## src/rtl/uart_pkg.sv

```systemverilog
// uart_pkg: echo responder FSM encoding and ASCII constants
package uart_pkg;
  localparam logic [2:0] ST_IDLE     = 3'd0;
  localparam logic [2:0] ST_ISSUE    = 3'd1;
  localparam logic [2:0] ST_WAIT_HI  = 3'd2;
  localparam logic [2:0] ST_WAIT_LO  = 3'd3;
  localparam logic [2:0] ST_ISSUE_LF = 3'd4;
  localparam logic [7:0] ASCII_CR = 8'h0D;
  localparam logic [7:0] ASCII_LF = 8'h0A;
endpackage

```

## src/rtl/byte_fifo.sv

```systemverilog
// byte_fifo: power-of-two byte FIFO; a push on full is accepted only alongside a pop
module byte_fifo #(
  parameter int DEPTH = 16
) (
  input  logic                     clk,
  input  logic                     rst_n,
  input  logic                     push,
  input  logic                     pop,
  input  logic [7:0]               wr_data,
  output logic [7:0]               rd_data,
  output logic [$clog2(DEPTH):0]   count,
  output logic                     full,
  output logic                     empty
);
  localparam int AW = $clog2(DEPTH);
  localparam int CW = AW + 1;
  logic [7:0] mem [DEPTH];
  logic [AW-1:0] wr_ptr, rd_ptr;
  logic wr_en, rd_en;
  assign full    = count == CW'(DEPTH);
  assign empty   = count == '0;
  assign rd_en   = pop && !empty;
  assign wr_en   = push && (!full || rd_en);
  assign rd_data = mem[rd_ptr];
  always_ff @(posedge clk)
    if (wr_en) mem[wr_ptr] <= wr_data;
  always_ff @(posedge clk or negedge rst_n)
    if (!rst_n) begin
      wr_ptr <= '0;
      rd_ptr <= '0;
      count  <= '0;
    end else begin
      if (wr_en) wr_ptr <= wr_ptr + 1'b1;
      if (rd_en) rd_ptr <= rd_ptr + 1'b1;
      count <= count + CW'(wr_en) - CW'(rd_en);
    end
endmodule

```

## src/rtl/uart_echo_responder.sv

```systemverilog
// uart_echo_responder: buffers received bytes and echoes them to the transmitter,
// optionally following every echoed CR with an inserted LF
module uart_echo_responder
  import uart_pkg::*;
#(
  parameter int FIFO_DEPTH  = 16,
  parameter int CRLF_EXPAND = 1
) (
  input  logic                         i_clk,
  input  logic                         i_rst_n,
  input  logic                         i_rx_byte_rdy,
  input  logic [7:0]                   i_rx_byte,
  input  logic                         i_tx_busy,
  output logic                         o_tx_byte_rdy,
  output logic [7:0]                   o_tx_byte,
  input  logic                         i_clr_ovf,
  output logic                         o_overflow,
  output logic [$clog2(FIFO_DEPTH):0]  o_fifo_count
);
  logic [2:0] state;
  logic [7:0] head;
  logic full, empty, pop, drop;
  assign pop           = state == ST_IDLE && !empty && !i_tx_busy;
  assign drop          = i_rx_byte_rdy && full && !pop;
  assign o_tx_byte_rdy = state == ST_ISSUE || state == ST_ISSUE_LF;
  byte_fifo #(.DEPTH(FIFO_DEPTH)) u_fifo (
    .clk     (i_clk),
    .rst_n   (i_rst_n),
    .push    (i_rx_byte_rdy),
    .pop     (pop),
    .wr_data (i_rx_byte),
    .rd_data (head),
    .count   (o_fifo_count),
    .full    (full),
    .empty   (empty)
  );
  // o_tx_byte doubles as the "last byte sent" record; once it holds LF no further expansion occurs
  always_ff @(posedge i_clk or negedge i_rst_n)
    if (!i_rst_n) begin
      state     <= ST_IDLE;
      o_tx_byte <= 8'h00;
    end else begin
      case (state)
        ST_IDLE:
          if (pop) begin
            state     <= ST_ISSUE;
            o_tx_byte <= head;
          end
        ST_ISSUE:    state <= ST_WAIT_HI;
        ST_WAIT_HI:  if (i_tx_busy) state <= ST_WAIT_LO;
        ST_WAIT_LO:
          if (!i_tx_busy) begin
            if (CRLF_EXPAND != 0 && o_tx_byte == ASCII_CR) begin
              state     <= ST_ISSUE_LF;
              o_tx_byte <= ASCII_LF;
            end else begin
              state <= ST_IDLE;
            end
          end
        ST_ISSUE_LF: state <= ST_WAIT_HI;
        default:     state <= ST_IDLE;
      endcase
    end
  always_ff @(posedge i_clk or negedge i_rst_n)
    if (!i_rst_n) o_overflow <= 1'b0;
    else if (drop) o_overflow <= 1'b1;
    else if (i_clr_ovf) o_overflow <= 1'b0;
endmodule

```

## config.mk

```make
export PLATFORM = sky130hd
export DESIGN_NAME = uart_echo_responder
export DESIGN_NICKNAME = d
export VERILOG_FILES = /design/src/rtl/uart_pkg.sv /design/src/rtl/byte_fifo.sv /design/src/rtl/uart_echo_responder.sv
export SDC_FILE = /design/constraint.sdc
export NUM_CORES = 1
export LEC_CHECK = 0
export CAP_MARGIN = 25
export CORE_MARGIN = 2
export CORE_UTILIZATION = 45
export DETAILED_ROUTE_END_ITERATION = 8
export HOLD_SLACK_MARGIN = 0.1
export PLACE_DENSITY = 0.69
export SYNTH_ARGS = -nofsm -noshare
export SYNTH_HDL_FRONTEND = slang
export SYNTH_SLANG_ARGS = --single-unit
```

## constraint.sdc

```tcl
create_clock -name i_clk -period 6.65 [get_ports i_clk]
set_input_delay 1.6625 -clock i_clk [delete_from_list [all_inputs] [get_ports i_clk]]
set_output_delay 1.6625 -clock i_clk [all_outputs]
set_load 0.01 [all_outputs]
```

Word level (Yosys, flattened, before mapping)
Memory sizes are Yosys's and may differ from the RTL's. Cells that the tools add are included.

Bits in registers: 25. Bits in writable memories: 128. Input port bits: 13. Output and inout bits: 15. Logic and storage cells: 53. Memories: 1.

Memories: u_fifo.mem (words 16, width 8, rd ports 1, clocked after memory_dff 0, write ports 1, RTL line byte_fifo.sv:17) `logic [7:0] mem [DEPTH];`.

Add/sub/neg operators: 4. Eq/ne operators: 10. Muxes and demuxes: 13. Reduce and logical (&&, ||, !) cells: 19.

Operator list (number): $mux 8 (3); $pmux 8 s2 (1); $mux 3 (4); $pmux 3 s4 (1); $add 4x1->4 const B (2); $eq 8x4->1 const B (1); $ne 2x2->1 const B (4); $eq 3x2->1 const B (2); $logic_and 1x1->1 (6); $add 5x1->5 (1); $eq 5x5->1 const B (1); $logic_not 5->1 (1); $sub 5x1->5 (1); $logic_not 1->1 (4); $mux 1 (4); $reduce_and 4->1 (1); $reduce_bool 2->1 (2); $eq 3x1->1 const B (1); $eq 3x3->1 const B (1); $logic_not 3->1 (1); $reduce_and 3->1 (1); $logic_or 1x1->1 (2); $reduce_or 2->1 (1).

Depth between registers and ports, before layout
Gate-level depths: netlist of the first run.

Depth after elaboration: 9. Gate-level depth with buffers: 13. Depth with buffers taken out: 12.

By module
A second synthesis of the first run with hierarchy kept.

Cell total of the unflattened synthesis: 370. Area total of the unflattened synthesis: 6418.7 µm².

Modules (own cells, without submodules): byte_fifo (instances 1, cells an instance 319, area an instance 5821.8 µm², seq. area each 4169.0 µm²); uart_echo_responder (instances 1, cells an instance 51, area an instance 596.8 µm², seq. area each 300.3 µm²).

Worst setup path after synthesis of the first run
OpenSTA, ideal clock, no wires.

Path kind: input -> register. Start point: in i_tx_busy. End point: mem u_fifo.mem[4][0] (enable). Library setup time: 383 ps. Data arrival time: 3071 ps. Required time: 6267 ps. Slack: 3195 ps. Stages: 5. Buffers on the path: 0. Path through: nor4_4 > o21ai_1 > inv_2 > nand2_1 > nor3_1.

Longest elaborated chain between the ends: 7.

RTL lines: start: declaration (RTL line uart_echo_responder.sv:13) `input logic i_tx_busy,`; $logic_not 1->1; $logic_and 1x1->1 (RTL line uart_echo_responder.sv:23) `assign pop = state == ST_IDLE && !empty && !i_tx_busy;`; $logic_and 1x1->1 (RTL line byte_fifo.sv:22) `assign rd_en = pop && !empty;`; $logic_or 1x1->1 (RTL line byte_fifo.sv:23) `assign wr_en = push && (!full || rd_en);`; $logic_and 1x1->1 (RTL line byte_fifo.sv:23); net u_fifo.wr_en (RTL line byte_fifo.sv:19) `logic wr_en, rd_en;`; $mux 1 (RTL line byte_fifo.sv:26) `if (wr_en) mem[wr_ptr] <= wr_data;`; $mux 1 (implied by the code) (RTL line byte_fifo.sv:26); end: declaration (RTL line byte_fifo.sv:17).

The timed path passes the listed nets, and every way through them passes these cells.

Worst setup path in the final report of the first run
Start point: in i_tx_busy. End point: mem u_fifo.mem[13][1] (enable).

Same word-level chain as after synthesis.

==> flow_metrics.env, run 1 <==
export IMPL_status="finished clean"
export IMPL_num_io_pins=28
export IMPL_ys_ff_latch=153
export IMPL_skew_ns=0.0103
export IMPL_grt_setup_unrepaired="false"
export IMPL_critPathTopFamily="simple AND/OR/NAND/NOR gates"
export IMPL_ir_drop_uv=175
export IMPL_final_common_cell="edfxtp_1"
export IMPL_insertion_delay_ns=0.41
export IMPL_dieHeight_microns=121
export IMPL_post_cts_resized=0
export IMPL_worst_r2r_setup_slack_ns=3.75
export IMPL_r2r_cells=12
export IMPL_total_power_uw=3050
export IMPL_tightest_slew_ns=0.796
export IMPL_setup_violations=0
export IMPL_critPathArrivalTime_ns=4.10
export IMPL_clkTransAtPathRegs_ns=0.06
export IMPL_drt_wl_total_mm=11.9
export IMPL_async_flop_share_pct=16.3
export IMPL_cpPeakStageDelay_ns=0.67
export IMPL_drc=0
export IMPL_drtIter0Drc=236
export IMPL_postCtsSetupRepairBufs=0
export IMPL_cts_buffers_inserted=17
export IMPL_cp_max_fo=8
export IMPL_path_cells="clkdlybuf4s50_1, nor4_4, o21ai_1, inv_2, nand3_1, nor2_1"
export IMPL_synthesis_nets=362
export IMPL_synth_cell_type_count=45
export IMPL_cts_tree="built"
export IMPL_crit_buf_inv=2
export IMPL_start_util_pct=46.3
export IMPL_cts_root_buf="clkbuf_16"
export IMPL_grt_use_total_pct=17.7
export IMPL_min_period_over_period_pct=61.1
export IMPL_post_route_min_period_ns=4.07
export IMPL_via_count=3210
export IMPL_worstHoldStart="o_overflow"
export IMPL_worstReg2RegStart="u_fifo.count[2]"
export IMPL_port_buffers=27
export IMPL_fmax_ghz=0.246
export IMPL_n_antenna_cell=0
export IMPL_syn_cell_area_sq_um=6180
export IMPL_powerDensity_nw_per_um2=418
export IMPL_synth_main_ff_cell="edfxtp_1"
export IMPL_synth_cells=338
export IMPL_worst_setup_path_end_kind="flip-flop"
export IMPL_die_w_microns=121
export IMPL_hp_class="flip-flop to flip-flop"
export IMPL_wire_per_inst_microns=21.0
export IMPL_grt_pass1_vias=3301
export IMPL_reg2reg_to="u_fifo.count[4]"
export IMPL_area_growth_pct=18.0
export IMPL_worst_slack_ns=2.58
export IMPL_final_cell_mix="edfxtp_1, mux4_2, clkdlybuf4s50_1"
export IMPL_viasPerCell=5.64
export IMPL_cts_sinks=153
export IMPL_cp_start_kind="input pin"
export IMPL_slew_headroom_pct=46.8
export IMPL_dieArea_sq_um=14700
export IMPL_crit_slowest_cell="nor2_1"
export IMPL_fin_tns_setup_ns=0
export IMPL_dp_slack_ns=1.96
export IMPL_gp_congestion=0.828
export IMPL_drive_gt1_share_pct=20.1
export IMPL_antenna_left=0
export IMPL_slew_viol_final=0
export IMPL_grt_pass1_wl_mm=18.5
export IMPL_synth_edf_count=128
export IMPL_detailed_place_hpwl_mm=7.85
export IMPL_hold_depth=2
export IMPL_p_leak_uw=0.00249
export IMPL_core_area_sq_um=13300
export IMPL_h_tree_depth=4
export IMPL_postSynthAreaPerCell_sq_um=18.3
export IMPL_placementRows=42
export IMPL_crit_type="input pin to flip-flop"
export IMPL_holdPathEnd="o_overflow"
export IMPL_final_nets=404
export IMPL_yosys_warnings=0
export IMPL_clock_path_buffers=2
export IMPL_postCtsHoldBufs=0
export IMPL_drt_pass1_iterations=4
export IMPL_grt_max_degree=36
export IMPL_max_cap_violations=0
export IMPL_finalHoldViolCount=0
export IMPL_grt_remaining_overflow=0
export IMPL_antenna_found_initial=0
export IMPL_critPathRequiredTime_ns=6.68
export IMPL_yosysSeqAreaShare_pct=72.3
-- synthesized netlist by cell type, drive strengths merged (2+ instances only) --
| cell | instances | area, sq um |
|---|---|---|
| edfxtp | 128 | 3840 |
| dfrtp | 25 | 626 |
| mux4 | 31 | 698 |
| ha | 10 | 125 |
| nor2b | 2 | 12.5 |
| inv | 15 | 56.3 |
| nor3 | 7 | 35.0 |
| nor2 | 12 | 45.0 |
| and2 | 5 | 31.3 |
| xor2 | 2 | 17.5 |
| o21ai | 3 | 15.0 |
| a22o | 2 | 17.5 |
| buf | 9 | 51.3 |
| nand3 | 5 | 25.0 |
| a22oi | 5 | 37.5 |
| nand4 | 2 | 12.5 |
| clkbuf | 6 | 22.5 |
| mux2i | 7 | 70.1 |
| xnor2 | 9 | 78.8 |
| o211ai | 3 | 22.5 |
| and3 | 3 | 20.0 |
| a211o | 2 | 17.5 |
| nand2 | 17 | 63.8 |
| a31oi | 3 | 18.8 |
| nor4 | 5 | 46.3 |
| a21oi | 5 | 25.0 |
-- metal layers --
| metal | routed length, microns | global-route usage (%) | vias up |
|---|---|---|---|
| li1 | - | - | 1413 |
| met1 | 5140 | 23.8 | 1680 |
| met2 | 5940 | 28.0 | 100 |
| met3 | 616 | 4.04 | 17 |
| met4 | 244 | 7.54 | 0 |
| met5 | 0 | 0 | - |
-- state kept, by name, summed over array words and instances, names as in the netlist --
register and flops:
u_fifo.rd_ptr 4, o_tx_byte 8, u_fifo.mem 128, o_overflow 1, u_fifo.count 5, state 3, u_fifo.wr_ptr 4
-- worst max path at each step --
stage                    from                 to  slack [ns]  cells after the start
floorplan           i_tx_busy   u_fifo.mem[4][0]        3.20                      5
global placement    i_tx_busy   u_fifo.mem[6][5]        2.09                      6
detailed placement  i_tx_busy   u_fifo.mem[5][2]        1.96                      6
CTS                 i_tx_busy   u_fifo.mem[5][6]        2.33                      6
global route        i_tx_busy  u_fifo.mem[14][2]        2.41                      6
finish              i_tx_busy  u_fifo.mem[13][1]        2.58                      6
-- final cells by class --
class	instances	area, sq um
inverters	15	56.3
fillers	1017	6050
flip-flops and latches	153	4470
repair buffers	38	365
clock buffers	27	546
clock inverters	5	32.5
well taps	176	220
multi-input cells	155	1610
-- worst min-delay path: stages, from the launching register on --
cell and delay, ns:
dfrtp_1 0.34, inv_1 0.04, o32ai_1 0.09
-- through the flow --
step	instance area [sq um]	hold WS (ns)	std cells	utilization (%)
floorplan	6180	0.540	338	-
global placement	6640	0.495	528	49.7
detailed placement	6670	0.510	530	50.0
CTS	7250	0.524	562	54.3
global route	7290	0.542	569	54.6
finish	7290	0.519	569	54.6
-- logic make-up after synthesis --
kind of cell    share of synthesized area [%]
xor+xnor                                 1.56
flops                                    72.3
fa+ha+maj                                2.35
buf+inv                                  2.11
mux                                      12.6
simple gates                             5.81
compound gates                           3.24
-- report_power, final --
group          switching (uW)  internal (uW)  leakage (uW)  total, uW
clock network             350            561      0.000276        910
registers                 121           1190       0.00146       1310
logic                     417            411      0.000758        828
(Power assumes the default switching activity.)
==> inputs of run 2 (changes only) <==
Clock period 6.65 ns to 4.1 ns, I/O delays scaled along.
==> run 2 against run 1 <==
Effect of this change:
- clock-buffer cell count decreased by 4
- sequential cell count unchanged
- clock skew decreased by 0.0029 ns
- setup slack got worse by 1.7 ns
==> flow_metrics.env, run 2 (synthesis results as in run 1) <==
export IMPL_r2r_cells=13
export IMPL_via_count=3218
export IMPL_core_area_sq_um=13300
export IMPL_post_cts_resized=0
export IMPL_detailed_place_hpwl_mm=8.18
export IMPL_cp_max_fo=8
export IMPL_critPathArrivalTime_ns=3.57
export IMPL_hold_depth=2
export IMPL_final_cell_mix="edfxtp_1, mux4_2, clkdlybuf4s50_1"
export IMPL_grt_setup_unrepaired="false"
export IMPL_powerDensity_nw_per_um2=681
export IMPL_cts_root_buf="clkbuf_16"
export IMPL_fmax_ghz=0.309
export IMPL_slew_headroom_pct=39.7
export IMPL_postCtsSetupRepairBufs=0
export IMPL_placed_cell_area_sq_um=6780
export IMPL_gp_congestion=0.808
export IMPL_drc=0
export IMPL_placementRows=42
export IMPL_cts_tree="built"
export IMPL_fin_tns_setup_ns=0
export IMPL_grt_use_total_pct=18.3
export IMPL_critPathRequiredTime_ns=4.44
export IMPL_start_util_pct=46.3
export IMPL_drt_wl_total_mm=12.3
export IMPL_use_met1_pct=23.0
export IMPL_clock_path_buffers=2
export IMPL_h_tree_depth=4
export IMPL_grt_use_met2_pct=30.1
export IMPL_skew_ns=0.00738
export IMPL_drtIter0Drc=315
export IMPL_grt_pass1_wl_mm=19.2
export IMPL_cts_sinks=153
export IMPL_dieArea_sq_um=14700
export IMPL_max_cap_violations=0
export IMPL_final_area_sq_um=7390
export IMPL_status="finished clean"
export IMPL_finalHoldViolCount=0
export IMPL_drt_pass1_iterations=4
export IMPL_grt_pass1_vias=3364
export IMPL_cp_startpoint="i_tx_busy"
export IMPL_cts_buffers_inserted=17
export IMPL_dieHeight_microns=121
export IMPL_final_nets=411
export IMPL_cp_start_kind="input pin"
export IMPL_num_io_pins=28
export IMPL_ir_drop_uv=318
export IMPL_final_common_cell="edfxtp_1"
export IMPL_insertion_delay_ns=0.41
export IMPL_die_w_microns=121
export IMPL_met3_usage_pct=4.46
export IMPL_clkTransAtPathRegs_ns=0.06
export IMPL_hp_class="flip-flop to flip-flop"
export IMPL_largest_registers="u_fifo.mem x128, o_tx_byte x8, u_fifo.count x5"
export IMPL_post_route_min_period_ns=3.23
export IMPL_antenna_found_initial=0
export IMPL_largest_register="u_fifo.mem"
export IMPL_top_usage_layer="met2"
export IMPL_largest_reg_flops=128
export IMPL_min_period_over_period_pct=78.9
export IMPL_n_antenna_cell=0
export IMPL_antenna_left=0
export IMPL_worstHoldStart="o_overflow"
export IMPL_grt_remaining_overflow=0
export IMPL_fillers=1020
export IMPL_worstReg2RegStart="u_fifo.count[3]"
export IMPL_slew_viol_final=0
export IMPL_postCtsHoldBufs=0
export IMPL_grt_max_degree=25
export IMPL_crit_type="input pin to flip-flop"
export IMPL_wire_per_inst_microns=21.4
export IMPL_p_leak_uw=0.00256
export IMPL_port_buffers=27
export IMPL_worst_setup_path_end_kind="flip-flop"
export IMPL_area_growth_pct=19.7
export IMPL_drive_gt1_share_pct=22.0
export IMPL_setup_violations=0
export IMPL_tightest_slew_ns=0.904
export IMPL_viasPerCell=5.59
## run 2: changes by cell type in the layout (fill, tap and decap cells not counted), moves of 3 or more
cell        before  now
buf_2            3    0
inv_6            0    5
clkinv_4         0    3
clkbuf_4         3    0
clkinvlp_4       3    0
buf_4            4   15
## run 2: routing by layer
metal / part of all wire, % / vias to the layer above / routed length [microns]
met4: 2.2 / 0 / 268
met2: 51 / 126 / 6260
li1: - / 1434 / -
met5: 0 / - / 0
met3: 6.6 / 21 / 815
met1: 40 / 1637 / 4970
## run 2: report_power, final
group | leakage, uW | internal [uW] | switching, uW | total, uW
registers | 0.00146 | 1930 | 216 | 2150
logic | 0.000808 | 720 | 678 | 1400
clock network | 0.000290 | 891 | 601 | 1490
total | 0.00256 | 3540 | 1490 | 5030
## run 2: path summary, 6_finish.rpt
path	endpoint	slack [ns]
setup / recovery	u_fifo.count[4]	0.87
hold / removal	o_overflow	0.53
setup reg to reg	u_fifo.count[4]	1.21
hold reg to reg	o_overflow	0.53
max in group asynchronous	o_tx_byte[4]	2.58
min in group asynchronous	state[1]	1.02
## run 2: layout make-up
class / instances / area (sq um) / share of cell area [%]
flip-flops and latches: 153 / 4470 / 60.4
multi-input cells: 155 / 1610 / 21.7
inverters: 15 / 56.3 / 0.761
clock buffers: 23 / 510 / 6.90
well taps: 176 / 220 / 2.98
repair buffers: 45 / 458 / 6.19
clock inverters: 9 / 75.1 / 1.02
## run 2: critical path, cell delays in order
cell and delay (ns):
clkdlybuf4s50_1 0.57, nor4_4 0.10, o21ai_1 0.55, inv_2 0.19
ha_1 0.28, fa_1 0.40, a21oi_1 0.14, nor2_1 0.05
nor2_1 0.12, xnor2_1 0.13
## run 2: per-stage QoR
step / cells / hold slack (ns) / utilization, % / power, uW / worst slack (ns)
global placement: 542 / 0.499 / 50.6 / 3520 / 0.538
detailed placement: 543 / 0.517 / 50.8 / 3550 / 0.473
finish: 576 / 0.526 / 55.4 / 5030 / 0.865
global route: 576 / 0.551 / 55.4 / 5280 / 0.689
CTS: 575 / 0.529 / 55.2 / 5060 / 0.856
floorplan: 338 / 0.540 / - / 3030 / 1.28
==> inputs of run 3 (changes only) <==
Clock period 4.1 ns to 3.22 ns, I/O delays scaled along.
==> run 3 against run 2 <==
Effect of this change:
- wire length decreased by 0.75%
- worst hold slack got worse by 0.0069 ns
- via count increased by 0.93%
- sequential share of layout area decreased by 0.18 points
- global-route usage increased by 0.053 points
- total power increased by 26%
- critical path depth increased by 2
- critical endpoint unchanged
- largest cell class unchanged
==> flow_metrics.env, run 3 (synthesis results as in run 1) <==
export IMPL_status="finished clean"
export IMPL_die_w_microns=121
export IMPL_min_period_over_period_pct=84.3
export IMPL_drc=0
export IMPL_final_cell_mix="edfxtp_1, mux4_2, clkdlybuf4s50_1"
export IMPL_wire_per_inst_microns=21.0
export IMPL_drive_gt1_share_pct=22.7
export IMPL_post_route_min_period_ns=2.71
export IMPL_largest_register="u_fifo.mem"
export IMPL_cts_root_buf="clkbuf_16"
export IMPL_h_tree_depth=4
export IMPL_cts_buffers_inserted=17
export IMPL_final_nets=417
export IMPL_worst_r2r_setup_slack_ns=0.51
export IMPL_worstHoldStart="o_overflow"
export IMPL_start_util_pct=46.3
export IMPL_grt_pass1_wl_mm=19.2
export IMPL_insertion_delay_ns=0.41
export IMPL_postCtsSetupRepairBufs=0
export IMPL_num_io_pins=28
export IMPL_cp_start_kind="flip-flop"
export IMPL_ir_drop_uv=418
export IMPL_total_power_uw=6360
export IMPL_holdPathEnd="o_overflow"
export IMPL_gp_congestion=0.828
export IMPL_fmax_ghz=0.368
export IMPL_p_leak_uw=0.00257
export IMPL_drt_pass1_iterations=5
export IMPL_r2r_cells=12
export IMPL_clkTransAtPathRegs_ns=0.06
export IMPL_placementRows=42
export IMPL_worstReg2RegStart="u_fifo.count[2]"
export IMPL_reg2reg_to="u_fifo.count[4]"
export IMPL_viasPerCell=5.58
export IMPL_final_common_cell="edfxtp_1"
export IMPL_tightest_slew_ns=0.884
export IMPL_cp_startpoint="u_fifo.count[2]"
export IMPL_final_util_pct=55.6
export IMPL_powerDensity_nw_per_um2=858
export IMPL_largest_reg_flops=128
export IMPL_dieArea_sq_um=14700
export IMPL_max_cap_violations=0
export IMPL_grt_use_total_pct=18.3
export IMPL_grt_pass1_vias=3284
export IMPL_slew_headroom_pct=41.1
export IMPL_critPathRequiredTime_ns=3.55
export IMPL_fin_tns_setup_ns=0
export IMPL_largest_registers="u_fifo.mem x128, o_tx_byte x8, u_fifo.count x5"
export IMPL_grt_max_degree=36
export IMPL_grt_setup_unrepaired="false"
export IMPL_postCtsHoldBufs=0
export IMPL_hp_class="flip-flop to flip-flop"
export IMPL_crit_type="flip-flop to flip-flop"
export IMPL_clock_path_buffers=2
export IMPL_cts_sinks=153
export IMPL_worst_setup_path_end_kind="flip-flop"
export IMPL_drt_wl_total_mm=12.2
export IMPL_grt_remaining_overflow=0
export IMPL_antenna_found_initial=0
export IMPL_n_antenna_cell=0
export IMPL_via_count=3248
export IMPL_setup_violations=0
export IMPL_port_buffers=27
export IMPL_cp_max_fo=6
export IMPL_skew_ns=0.00487
export IMPL_hold_depth=2
export IMPL_post_cts_resized=0
export IMPL_core_area_sq_um=13300
export IMPL_detailed_place_hpwl_mm=8.08
export IMPL_antenna_left=0
export IMPL_dieHeight_microns=121
export IMPL_critPathArrivalTime_ns=3.05
export IMPL_slew_viol_final=0
export IMPL_finalHoldViolCount=0
export IMPL_cts_tree="built"
export IMPL_area_growth_pct=20.0
export IMPL_drtIter0Drc=342
## run 3: changes by cell type in the layout (fill, tap and decap cells not counted), sizes merged
| cell | previous run | this run |
|---|---|---|
| clkbuf | 23 | 22 |
| buf | 18 | 24 |
| inv | 20 | 15 |
| bufinv | 0 | 2 |
| clkinvlp | 0 | 1 |
| clkinv | 4 | 7 |
## run 3: cell type report
class                   count  area, sq um
repair buffers             51          500
well taps                 176          220
clock inverters            10          101
flip-flops and latches    153         4470
multi-input cells         155         1610
clock buffers              22          464
fillers                  1014         5930
inverters                  15         56.3
## run 3: critical path, stage by stage, from the launching register on
cell and delay, ns:
dfrtp_1 0.40, inv_1 0.08, ha_1 0.16, or4b_4 0.51
and2_1 0.20, nand2_1 0.13, o21ai_1 0.09, ha_1 0.21
fa_1 0.40, a21oi_1 0.14, nor2_1 0.06, nor2_1 0.11
xnor2_1 0.13
## run 3: per-layer routing
metal | GRT usage (%) | vias up | part of all wire (%)
met1 | 24.9 | 1686 | 43
met3 | 4.70 | 17 | 5.3
li1 | - | 1441 | -
met5 | 0 | - | 0
met4 | 7.54 | 0 | 2.3
met2 | 28.4 | 104 | 49
## run 3: worst max-delay path by stage
stage                                  end
after floorplan            u_fifo.count[4]
after global placement     u_fifo.count[4]
after detailed placement  u_fifo.mem[9][6]
after CTS                  u_fifo.count[4]
after global routing       u_fifo.count[4]
final                      u_fifo.count[4]
## run 3: stage by stage
| step | setup slack (ns) | hold slack [ns] | cell area, sq um | std cells |
|---|---|---|---|---|
| after global placement | 0.197 | 0.494 | 6850 | 550 |
| after CTS | 0.484 | 0.524 | 7420 | 582 |
| final | 0.505 | 0.519 | 7420 | 582 |
| after floorplan | 0.505 | 0.509 | 6180 | 338 |
| after detailed placement | 0.143 | 0.514 | 6850 | 550 |
| after global routing | 0.326 | 0.552 | 7420 | 582 |
## run 3: report_power, final
| part | switching [uW] | internal, uW | total, uW |
|---|---|---|---|
| clock | 718 | 1170 | 1890 |
| combinational | 864 | 905 | 1770 |
| sequential | 248 | 2460 | 2710 |
==> RTL edit 1, RTL diff (settings of run 2) <==
The parameter `FIFO_DEPTH` goes from 16 to 8.
--- a/src/rtl/uart_echo_responder.sv
+++ b/src/rtl/uart_echo_responder.sv
@@ -3,7 +3,7 @@
 module uart_echo_responder
   import uart_pkg::*;
 #(
-  parameter int FIFO_DEPTH  = 16,
+  parameter int FIFO_DEPTH  = 8,
   parameter int CRLF_EXPAND = 1
 ) (
   input  logic                         i_clk,
Ports: changed (resized o_fifo_count); port bits go from 28 to 27. The function was not compared with the original's and may differ.
==> RTL edit 1 against run 2 <==
Worst setup slack better by 0.057 ns; sequential power fell by 38%; synthesized area fell by 43%; wire length is 51% lower; register-to-register slack better by 0.31 ns; design area decreased by 43%; sequential cell count shrank 67; power decreased by 45%; synthesized cell count down 41%; clock skew rose by 0.0030 ns.
==> RTL edit 1: results (changes against run 2) <==
\begin{tabular}{lr}
\hline
Metric & Value \\
\hline
\multicolumn{2}{l}{\textbf{Global routing}} \\
Global-route usage over all layers & 15.7\% (-2.6 points) \\
Pin count of the biggest net entering global routing & 23 (-8.0\%) \\
First-pass GRT wire length & 9.53 mm (-50\%) \\
\multicolumn{2}{l}{\textbf{Logic synthesis}} \\
Net count after synthesis & 223 (-38\%) \\
Area contributors post-synth & edfxtp\_1, dfrtp\_1, mux4\_2, ha\_1, mux2i\_1 \\
List of most frequent post-synthesis cells & edfxtp\_1, dfrtp\_1, mux4\_2, inv\_1, nand2\_1 \\
Syn Area/Cell & 17.5 um\^{}2 (-4.5\%) \\
Sequential share of the synthesized area & 70.4\% (-1.9 points) \\
EDFF count, synth & 64 (-50\%) \\
\multicolumn{2}{l}{\textbf{Routing}} \\
Met2 wire length & 2.90 mm (-54\%) \\
Sum of routed wire segments on met1 & 2.79 mm (-44\%) \\
Total via count in the routed design & 1797 (-44\%) \\
Via-per-instance ratio & 5.15 (-7.8\%) \\
Routed length per instance & 17.1 um (-20\%) \\
Initial DRC count & 106 (-66\%) \\
\multicolumn{2}{l}{\textbf{Layout}} \\
Regs by FF count & u\_fifo.mem: 64 flops, o\_tx\_byte: 8 flops, u\_fifo.count: 4 flops \\
Net total in the final layout & 264 (-36\%) \\
Fraction of layout instances using a drive strength above 1 & 19.4\% (-2.6 points) \\
\multicolumn{2}{l}{\textbf{Timing}} \\
Worst setup skew after layout & 0.0104 ns (+0.00300 ns) \\
Worst-case headroom to the max-slew limit & 47.6\% (+7.8 points) \\
\multicolumn{2}{l}{\textbf{Power}} \\
Clock distribution power & 0.000581 W (-61\%) \\
Switching power as a share of total power & 31.2\% (+1.5 points) \\
Peak supply drop & 0.280 mV (-12\%) \\
Internal power consumption & 0.00192 W (-46\%) \\
Flip-flop and latch power & 0.00133 W (-38\%) \\
\multicolumn{2}{l}{\textbf{Worst setup path}} \\
Max stage delay on crit path & 0.49 ns (-0.08 ns) \\
Peak fanout along the critical path & 15 (+7) \\
Arrival time worst endpoint & 3.43 ns (-0.14 ns) \\
\multicolumn{2}{l}{\textbf{Place}} \\
Setup slack after placement & 0.536 ns (+0.0628 ns) \\
Cell area reported after detailed placement & 3930 um\^{}2 (-42\%) \\
Placed cells & 331 (-39\%) \\
Estimated wirelength of the detail-placed design & 3.72 mm (-55\%) \\
\multicolumn{2}{l}{\textbf{Clock network}} \\
Clock Latency Late Sink & 0.36 ns (-0.05 ns) \\
\multicolumn{2}{l}{\textbf{Run status}} \\
Result of the run & completed \\
\hline
\end{tabular}
## RTL edit 1: cell types whose count changed in the layout (fill, tap and decap cells not counted), moves of 4 or more
cell,change
edfxtp_1,-64
mux4_2,-15
a22oi_1,-4
inv_6,-5
clkbuf_8,+7
nor4_2,-4
buf_4,-7
nor2_1,-4
nand2_1,-6
o21ai_0,+5
clkbuf_16,-18
## RTL edit 1: cell families (layout without fill, tap and decap cells)
kind of cell	count (synthesis)	count (layout)	synth area share [%]
flops	86	86	70.4
simple gates	36	36	5.17
mux	25	25	13.0
buf+inv	20	66	2.32
compound gates	17	17	3.71
fa+ha+maj	9	9	3.42
xor+xnor	8	8	2.00
## RTL edit 1: tightest hold or removal path, delay by kind of cell, from the launching register on
family / cells / cell delay, ns
compound gates: 1 / 0.06
flops: 1 / 0.37
simple gates: 1 / 0.05
## RTL edit 1: layer usage
layer / up-vias / track usage [%]
met1: 909 / 20.4
met2: 32 / 24.8
met5: - / 0
met3: 11 / 3.66
li1: 845 / -
met4: 0 / 8.21
## RTL edit 1: worst paths after layout
| path | startpoint | endpoint | slack, ns | cells after the start |
|---|---|---|---|---|
| worst max-delay path | i_tx_busy | u_fifo.count[2] | 0.92 | 10 |
| worst min-delay path | o_tx_byte[6] | o_tx_byte[6] | 0.52 | 2 |
| worst max register to register | state[2] | u_fifo.count[2] | 1.52 | 9 |
| worst min register to register | o_tx_byte[6] | o_tx_byte[6] | 0.52 | 2 |
| max in group asynchronous | i_rst_n | o_tx_byte[2] | 2.92 | 2 |
| min in group asynchronous | i_rst_n | u_fifo.count[2] | 1.04 | 2 |
## RTL edit 1: layout make-up
class                   instances  area (um^2)
clock buffers                   9          124
clock inverters                 7         72.6
fillers                       606         3470
inverters                      14         52.6
multi-input cells              95          957
flip-flops and latches         86         2470
well taps                     102          128
repair buffers                 36          373
==> RTL edit 2, RTL diff (settings of run 2) <==
Without the edit above. Compare `count` against `CW'(DEPTH)` with >= in place of ==.
--- a/src/rtl/byte_fifo.sv
+++ b/src/rtl/byte_fifo.sv
@@ -17,7 +17,7 @@
   logic [7:0] mem [DEPTH];
   logic [AW-1:0] wr_ptr, rd_ptr;
   logic wr_en, rd_en;
-  assign full    = count == CW'(DEPTH);
+  assign full    = count >= CW'(DEPTH);
   assign empty   = count == '0;
   assign rd_en   = pop && !empty;
   assign wr_en   = push && (!full || rd_en);
Function: no difference found for any inputs over 4 cycles, from zero or initial values and one cycle with i_rst_n low; that may be too few to reach the edited logic, so the function may still have changed.
==> RTL edit 2 against run 2 <==
Power grew 2.2%; sequential cell count did not move; worst setup slack better by 0.12 ns; combinational power fell by 4%; wire length down 1.9%; design area fell by 0.68%; synthesized area is 0.61% higher; non-clock buffer count down 3.
==> RTL edit 2: results (changes against run 2) <==
\begin{tabular}{lr}
\hline
Metric & Value \\
\hline
\multicolumn{2}{l}{\textbf{Layout}} \\
Final std cells w/o fill & 560 (-2.8\%) \\
Fraction of layout instances using a drive strength above 1 & 23.4\% (+1.4 points) \\
\multicolumn{2}{l}{\textbf{Logic synthesis}} \\
Synthesized instance count & 325 (-3.8\%) \\
Distinct cell type count after synthesis & 46 (+2.2\%) \\
Area contributors post-synth & edfxtp\_1, mux4\_2, dfrtp\_1, ha\_1, mux2i\_1 \\
List of most frequent post-synthesis cells & edfxtp\_1, mux4\_2, dfrtp\_1, nor2\_1 \\
Sequential share of the synthesized area & 71.9\% (-0.44 points) \\
\multicolumn{2}{l}{\textbf{Place}} \\
Estimated wirelength of the detail-placed design & 8.10 mm (-0.95\%) \\
Placed cells & 528 (-2.8\%) \\
Setup slack after placement & 0.585 ns (+0.112 ns) \\
Gp weighted congestion & 0.810 (+0.32\%) \\
\multicolumn{2}{l}{\textbf{Global routing}} \\
Vias in the first global route & 3136 (-6.8\%) \\
Global-route usage over all layers & 18.4\% (+0.086 points) \\
First-pass GRT wire length & 18.9 mm (-1.5\%) \\
\multicolumn{2}{l}{\textbf{Power}} \\
Leakage power of the design & 2.54 nW (-0.50\%) \\
\multicolumn{2}{l}{\textbf{Worst setup path}} \\
Max stage delay on crit path & 0.46 ns (-0.11 ns) \\
Peak fanout along the critical path & 9 (+1) \\
CP top delay family & adder cells \\
Arrival time worst endpoint & 3.46 ns (-0.11 ns) \\
\multicolumn{2}{l}{\textbf{Timing}} \\
Worst-case headroom to the max-slew limit & 36.8\% (-2.9 points) \\
\multicolumn{2}{l}{\textbf{Clock network}} \\
Clock Latency Late Sink & 0.43 ns (+0.02 ns) \\
\multicolumn{2}{l}{\textbf{Routing}} \\
Drt pass-1 iters & 5 (+1) \\
Initial DRC count & 320 (+1.6\%) \\
Detailed Route WL & 12.1 mm (-1.9\%) \\
Via-per-instance ratio & 5.50 (-1.6\%) \\
\multicolumn{2}{l}{\textbf{Run status}} \\
Result of the run & completed \\
\hline
\end{tabular}
==> RTL edit 2: changes by cell type after synthesis, sizes merged, moves of 5 or more <==
cell / delta
nand2: -7
a22oi: -5
and2: -5
a21o: +5
mux2i: +5
==> RTL edit 2: report_power, final <==
part           total, W  switching, W  internal [W]
Combinational   0.00135      0.000627      0.000727
Clock           0.00160      0.000591       0.00101
Sequential      0.00219      0.000295       0.00190
Total           0.00515       0.00151       0.00364
==> RTL edit 2: metal layers <==
metal | vias up | global-route usage [%] | share of wire (%)
met5 | - | 0 | 0
met4 | 0 | 7.97 | 2.1
met3 | 19 | 5.24 | 6.7
met2 | 109 | 28.6 | 50
met1 | 1569 | 24.4 | 41
li1 | 1383 | - | -
==> RTL edit 2: path summary, 6_finish.rpt <==
path / from / end / slack [ns] / cells after the start
worst max-delay path: i_tx_busy / u_fifo.count[4] / 0.98 / 10
worst min-delay path: o_overflow / o_overflow / 0.49 / 1
worst max register to register: u_fifo.count[2] / u_fifo.count[4] / 1.37 / 14
worst min register to register: o_overflow / o_overflow / 0.49 / 1
max in group asynchronous: i_rst_n / u_fifo.rd_ptr[2] / 2.84 / 2
min in group asynchronous: i_rst_n / u_fifo.wr_ptr[1] / 0.97 / 2
==> RTL edit 2: through the flow <==
stage / power, W / cell area [um^2]
global route: 0.00540 / 7340
global placement: 0.00355 / 6720
CTS: 0.00520 / 7340
finish: 0.00515 / 7340
detailed placement: 0.00359 / 6730
floorplan: 0.00310 / 6220
==> RTL edit 2: cell type report <==
type | count | area (um^2)
flip-flops and latches | 153 | 4470
fillers | 1030 | 6000
multi-input cells | 144 | 1600
well taps | 176 | 220
inverters | 13 | 53.8
repair buffers | 42 | 390
clock inverters | 13 | 178
clock buffers | 19 | 433
==> RTL edit 2: cells by family (layout without fill, tap and decap cells) <==
family,after synthesis,count (layout),synth area share [%]
and+or+nand+nor,49,49,4.39
DFF,153,153,71.9
buffers and inverters,28,87,2.39
xor gates and xnor gates,11,11,1.55
AOI/OAI and AO/OA,28,28,3.72
adders and majority gates,12,12,2.54
muxes,44,44,13.5
